[src/rtl/paralelo_serial_lane_pkg.sv]
// Shared constants for the per-lane parallel-to-serial converter.
`timescale 1ns/1ps
package paralelo_serial_lane_pkg;
  localparam int          LANE_WIDTH = 8;
  localparam logic [7:0]  K28_5      = 8'hBC;
  localparam int          CNT_W      = $clog2(LANE_WIDTH);
endpackage

[src/rtl/paralelo_serial_lane.sv]
// Per-lane parallel-to-serial converter: one-deep holding buffer in front of
// an MSB-first shift register; idle/comma frames fill any gap in the data.
`timescale 1ns/1ps
module paralelo_serial_lane
  import paralelo_serial_lane_pkg::*;
#(
  parameter int               WIDTH     = LANE_WIDTH,
  parameter logic [WIDTH-1:0] IDLE_BYTE = K28_5
) (
  input  logic             clk_8f,
  input  logic             reset,
  input  logic [WIDTH-1:0] lane_in,
  input  logic             valid_in,
  output logic             ready_out,
  output logic             serial_out,
  output logic             byte_start,
  output logic             sending_data
);

  // Counter width follows WIDTH; the package value covers the default lane.
  localparam int             CW   = (WIDTH == LANE_WIDTH) ? CNT_W : $clog2(WIDTH);
  localparam logic [CW-1:0]  LAST = CW'(WIDTH - 1);

  logic [CW-1:0]    cnt_q,       cnt_d;
  logic [WIDTH-1:0] sreg_q,      sreg_d;
  logic [WIDTH-1:0] hold_q,      hold_d;
  logic             hold_full_q, hold_full_d;
  logic             data_flag_q, data_flag_d;
  logic             load;
  logic             accept;

  // Handshake and frame-boundary decode.
  always_comb begin
    load      = (cnt_q == LAST);
    ready_out = reset & (~hold_full_q | load);
    accept    = valid_in & ready_out;
  end

  // Next-state: counter, shift/load of the frame, and buffer occupancy.
  always_comb begin
    cnt_d       = load ? '0 : cnt_q + 1'b1;
    sreg_d      = sreg_q;
    hold_d      = hold_q;
    hold_full_d = hold_full_q;
    data_flag_d = data_flag_q;
    if (load) begin
      if (hold_full_q) begin
        // Buffered byte drains; a byte accepted on the same edge refills it.
        sreg_d      = hold_q;
        data_flag_d = 1'b1;
        hold_full_d = accept;
        if (accept) hold_d = lane_in;
      end else if (valid_in) begin
        // Empty buffer at a frame boundary: bypass straight into the shifter.
        sreg_d      = lane_in;
        data_flag_d = 1'b1;
      end else begin
        sreg_d      = IDLE_BYTE;
        data_flag_d = 1'b0;
      end
    end else begin
      sreg_d = {sreg_q[WIDTH-2:0], 1'b0};
      if (accept) begin
        hold_d      = lane_in;
        hold_full_d = 1'b1;
      end
    end
  end

  // Control and shift state; reset discards the frame in flight and the buffer.
  always_ff @(posedge clk_8f) begin
    if (!reset) begin
      cnt_q       <= LAST;
      sreg_q      <= '0;
      hold_full_q <= 1'b0;
      data_flag_q <= 1'b0;
    end else begin
      cnt_q       <= cnt_d;
      sreg_q      <= sreg_d;
      hold_full_q <= hold_full_d;
      data_flag_q <= data_flag_d;
    end
  end

  // Buffer payload; only meaningful while hold_full_q is set.
  always_ff @(posedge clk_8f) begin
    hold_q <= hold_d;
  end

  // Serial outputs; byte_start is masked while reset is asserted.
  always_comb begin
    serial_out   = sreg_q[WIDTH-1];
    byte_start   = reset & (cnt_q == '0);
    sending_data = data_flag_q;
  end

endmodule

[config.mk]
export PLATFORM = sky130hd
export DESIGN_NAME = paralelo_serial_lane
export DESIGN_NICKNAME = d
export VERILOG_FILES = /design/src/rtl/paralelo_serial_lane_pkg.sv /design/src/rtl/paralelo_serial_lane.sv
export SDC_FILE = /design/constraint.sdc
export NUM_CORES = 1
export LEC_CHECK = 0
export BUFFER_PORTS_ARGS = -buffer_cell sky130_fd_sc_hd__buf_2
export CAP_MARGIN = 10
export CORE_ASPECT_RATIO = 0.8
export CORE_MARGIN = 5
export CORE_UTILIZATION = 47
export DETAILED_ROUTE_END_ITERATION = 7
export GPL_ROUTABILITY_DRIVEN = 1
export PLACE_DENSITY = 0.71
export SLEW_MARGIN = 20
export SYNTH_ARGS = -nofsm -noshare
export SYNTH_HDL_FRONTEND = slang
export SYNTH_SLANG_ARGS = --single-unit
export TNS_END_PERCENT = 1
[constraint.sdc]
create_clock -name clk_8f -period 1.6 [get_ports clk_8f]
set_clock_uncertainty 0.05 [all_clocks]
set_input_delay 0.32 -clock clk_8f [delete_from_list [all_inputs] [get_ports clk_8f]]
set_output_delay 0.32 -clock clk_8f [all_outputs]
set_load 0.03 [all_outputs]
======== Yosys cells after proc, flatten, opt, wreduce, memory -nomap -nowiden ========
Index checks and enable logic that the tools add are counted.
storage, ports and cells
  register bits after elaboration ......... 21
  input port bits ......................... 11
  output and inout bits ................... 4
  word-level logic and storage cells ...... 29
cells by class
  add/subtract/negate cells ............... 1
  eq/ne operators ......................... 2
  multiplexer cells ....................... 12
  bitwise operators ....................... 5
  reduce and logical (&&, ||, !) cells .... 3
operators by type and width
  kind                 number
  $mux 8               6
  $mux 1               5
  $add 3x1->3 const B  1
  $and 1x1->1          3
  $eq 3x3->1 const B   1
  $logic_not 3->1      1
  $mux 3               1
  $ne 2x2->1 const B   1
  $reduce_and 2->1     1
  $reduce_bool 2->1    1
  $not 1->1            1
  $or 1x1->1           1

======== Logic depth before layout (Yosys ltp) ========
  word-level depth ........................ 7
  depth in mapped cells ................... 5
  mapped depth without buffers ............ 4

======== Worst setup path after synthesis ========
No wires, ideal clock.
  kind .................................... reg-to-output
  from .................................... reg cnt_q[0]
  to ...................................... out ready_out
  arrival ................................. 1.458 ns
  data required time ...................... 1.230 ns
  path slack .............................. -0.228 ns
  stages on the path, launching flop included .. 6
  path buffers ............................ 1
  path through ............................ dfxtp_1 -> ha_1 -> ha_1 -> clkbuf_2 -> inv_1 -> a21oi_1
between the ends
  word-level cells in the longest chain between the ends .. 3
RTL lines
  element                   line                        RTL
  start: declaration        paralelo_serial_lane.sv:24  logic [CW-1:0] cnt_q, cnt_d;
  start signal: assignment  paralelo_serial_lane.sv:78  cnt_q <= cnt_d;
  $eq 3x3->1                paralelo_serial_lane.sv:34  load = (cnt_q == LAST);
  $or 1x1->1                paralelo_serial_lane.sv:35  ready_out = reset & (~hold_full_q | load);
  $and 1x1->1               paralelo_serial_lane.sv:35
  end: declaration          paralelo_serial_lane.sv:14  output logic ready_out,
No other way between the ends.

======== Worst setup path in the final report ========
  from .................................... reg cnt_q[1]
  to ...................................... out ready_out
The elaborated chain is that of the path after synthesis.

==> results_dict.tcl <==
set metrics [dict create \
    die_y_um 48.4 \
    cts.reportedPaths.clkPinSlew_ps 110 \
    power_density_nw_per_um2 1230 \
    synth_nets 92 \
    slowest_stage "dfxtp_2" \
    power.share.switching 0.300 \
    final_cell_mix "buf_2, dfxtp_1, nand3b_1, edfxtp_1, buf_4" \
    p_seq_frac 0.522 \
    fp-row-count 13 \
    grt_pass1_wl_mm 3.09 \
    wl_mm 1.75 \
    max_slew_margin 0.834 \
    hpwl_mm 1.25 \
    power_mw 1.33 \
    diodes 0 \
    htree_levels 1 \
    fin_util 0.638 \
    p_leak_nw 0.424 \
    cts_tree "done" \
    fin_ws_ps -48.6 \
    post_cts.repair.setup_buffers 0 \
    clk_path_buf_depth 2 \
    core_um2 1690 \
    antenna_found_initial 0 \
    p_sw_mw 0.399 \
    drt-initial-drc-count 20 \
    combPwrFrac 0.289 \
    grt_max_degree 13 \
    synth-seq-cells 21 \
    max_clock_freq_ghz 0.607 \
    reg2reg_depth 5 \
    clk_latency_ps 300 \
    hold_viol_final 0 \
    yosys_warnings 0 \
    hold_path_depth 1 \
    synth_edf_count 8 \
    preCtsSetupSlack_ps -33.6 \
    internal-power_mw 0.932 \
    synthCells 78 \
    root_buffer "clkbuf_4" \
    cp-end-kind "output port" \
    power_frac_clock 0.188 \
    avgSynthCellArea_um2 11.1 \
    gp_congestion 0.736 \
    fin_crit_ps 1650 \
    io_pins 15 \
    finalCritPeriodShare 1.03 \
    cts_sinks 21 \
    drive_gt1_frac 0.327 \
    worstMarginPinSlew_ps 248 \
    max_stage_delay_ps 380 \
    cp_cell_sequence "ha_4 > ha_4 > inv_4 > a21oi_4 > buf_6" \
    ir_drop_mv 0.673 \
    die_w_um 58.0 \
    route.detailed.drc 0 \
    routed-via-count 615 \
    wl_per_cell_um 14.6 \
    grt_pass1_vias 683 \
    rsz0062_at_grt "true" \
    n_fill_cell 146 \
    ys_seq_area_frac 0.577 \
    drv_slew 0 \
    ant_nets 0 \
    synth_flop_cell "dfxtp_1" \
    path_class "reg -> out" \
    io_buffers 14 \
    grt_usage 0.141 \
    required_ps 1230 \
    start_util 0.513 \
    syn-cell-area_um2 867 \
    gr-total-overflow 0 \
    start_kind "register" \
    dieArea_um2 2810 \
    status "finished with violations" \
    async_flop_share 0 \
    path_max_fanout 4 \
    drv_cap 0 \
    failed_checks "setup timing" \
    mostFrequentLayoutCell "buf_2" \
    synth.distinct_cells 22 \
    drtPass1Iterations 4 \
    setup_viol 1 \
    cts_made_buffers 3 \
    cp.arrival_ps 1280 \
    layout.nets 113 \
    avgViaCountPerCell 5.13 \
    hp-class "in -> reg" \
    worst_path_most_repeated_cell "ha_4" \
    syn2layout_area_growth_pct 24.5 \
]
## logic make-up after synthesis
logic type	count (synthesis)	synth area share
compound gates	16	0.118
xor+xnor	1	0.0101
fa+ha+maj	3	0.0433
buf+inv	9	0.0462
flops	21	0.577
simple gates	28	0.205
## worst paths after layout
path	from	endpoint	slack, ps
worst min register to register	sreg_q[1]	sreg_q[2]	440
worst min-delay path	lane_in[3]	hold_q[3]	150
worst max register to register	cnt_q[0]	hold_q[2]	30
worst max-delay path	cnt_q[1]	ready_out	-50
## Yosys cell counts, types with 3 or more instances
master	n	share of area
nand3b_1	8	0.069
buf_2	4	0.023
dfxtp_1	13	0.30
inv_1	4	0.017
a21oi_1	3	0.017
nor2b_1	5	0.036
edfxtp_1	8	0.28
o31ai_1	5	0.043
o21ai_0	3	0.017
nor3b_1	6	0.052
nand2_1	4	0.017
ha_1	3	0.043
## stage by stage
| step | TNS [ps] | hold slack (ps) | cell area [um^2] | cells |
|---|---|---|---|---|
| 6_report | -48.6 | 151 | 1080 | 120 |
| 5_1_grt | -309 | 132 | 1080 | 120 |
| 4_1_cts | -51.0 | 141 | 1070 | 120 |
| 3_5_place_dp | -201 | 405 | 1000 | 116 |
| 3_3_place_gp | 0 | 399 | 1000 | 116 |
| 2_1_floorplan | 0 | 369 | 878 | 78 |
## state kept, by name, summed over array words and instances, names as in the netlist
name          count
sreg_q            8
cnt_q             3
sending_data      1
hold_full_q       1
hold_q            8
## power groups by stage
stage	registers, mW	logic (mW)	clock network, mW
after floorplan	0.703	0.218	0
after global placement	0.690	0.339	0
after detailed placement	0.693	0.348	0
after CTS	0.691	0.380	0.260
after global routing	0.705	0.429	0.287
final	0.695	0.385	0.251
## critical path, delay by kind of cell (launching register included)
| family | cells | cell delay [ps] |
|---|---|---|
| DFF | 1 | 380 |
| adders and majority gates | 2 | 310 |
| buffers and inverters | 2 | 180 |
| AOI/OAI and AO/OA | 1 | 110 |
## layer usage
layer	part of all wire	track usage
met5	0	0
met4	0.0074	0.0386
met3	0.057	0.0476
met2	0.48	0.233
met1	0.46	0.173
## cell type report
type	count	area (um^2)	share of cell area
Timing Repair Buffer	21	135	0.125
Multi-Input combinational cell	48	368	0.341
Tap cell	22	27.5	0.0255
Sequential cell	21	505	0.468
Inverter	4	17.5	0.0162
Clock buffer	4	26.3	0.0243
## what timing repair did
item	4_1_cts	5_1_grt
cloned	0	0
pin swaps	1	0
setup endpoints to repair	9	8
hold buffers	0	0
resized for setup	11	3
No activity file was read; power rests on OpenSTA's default activity.
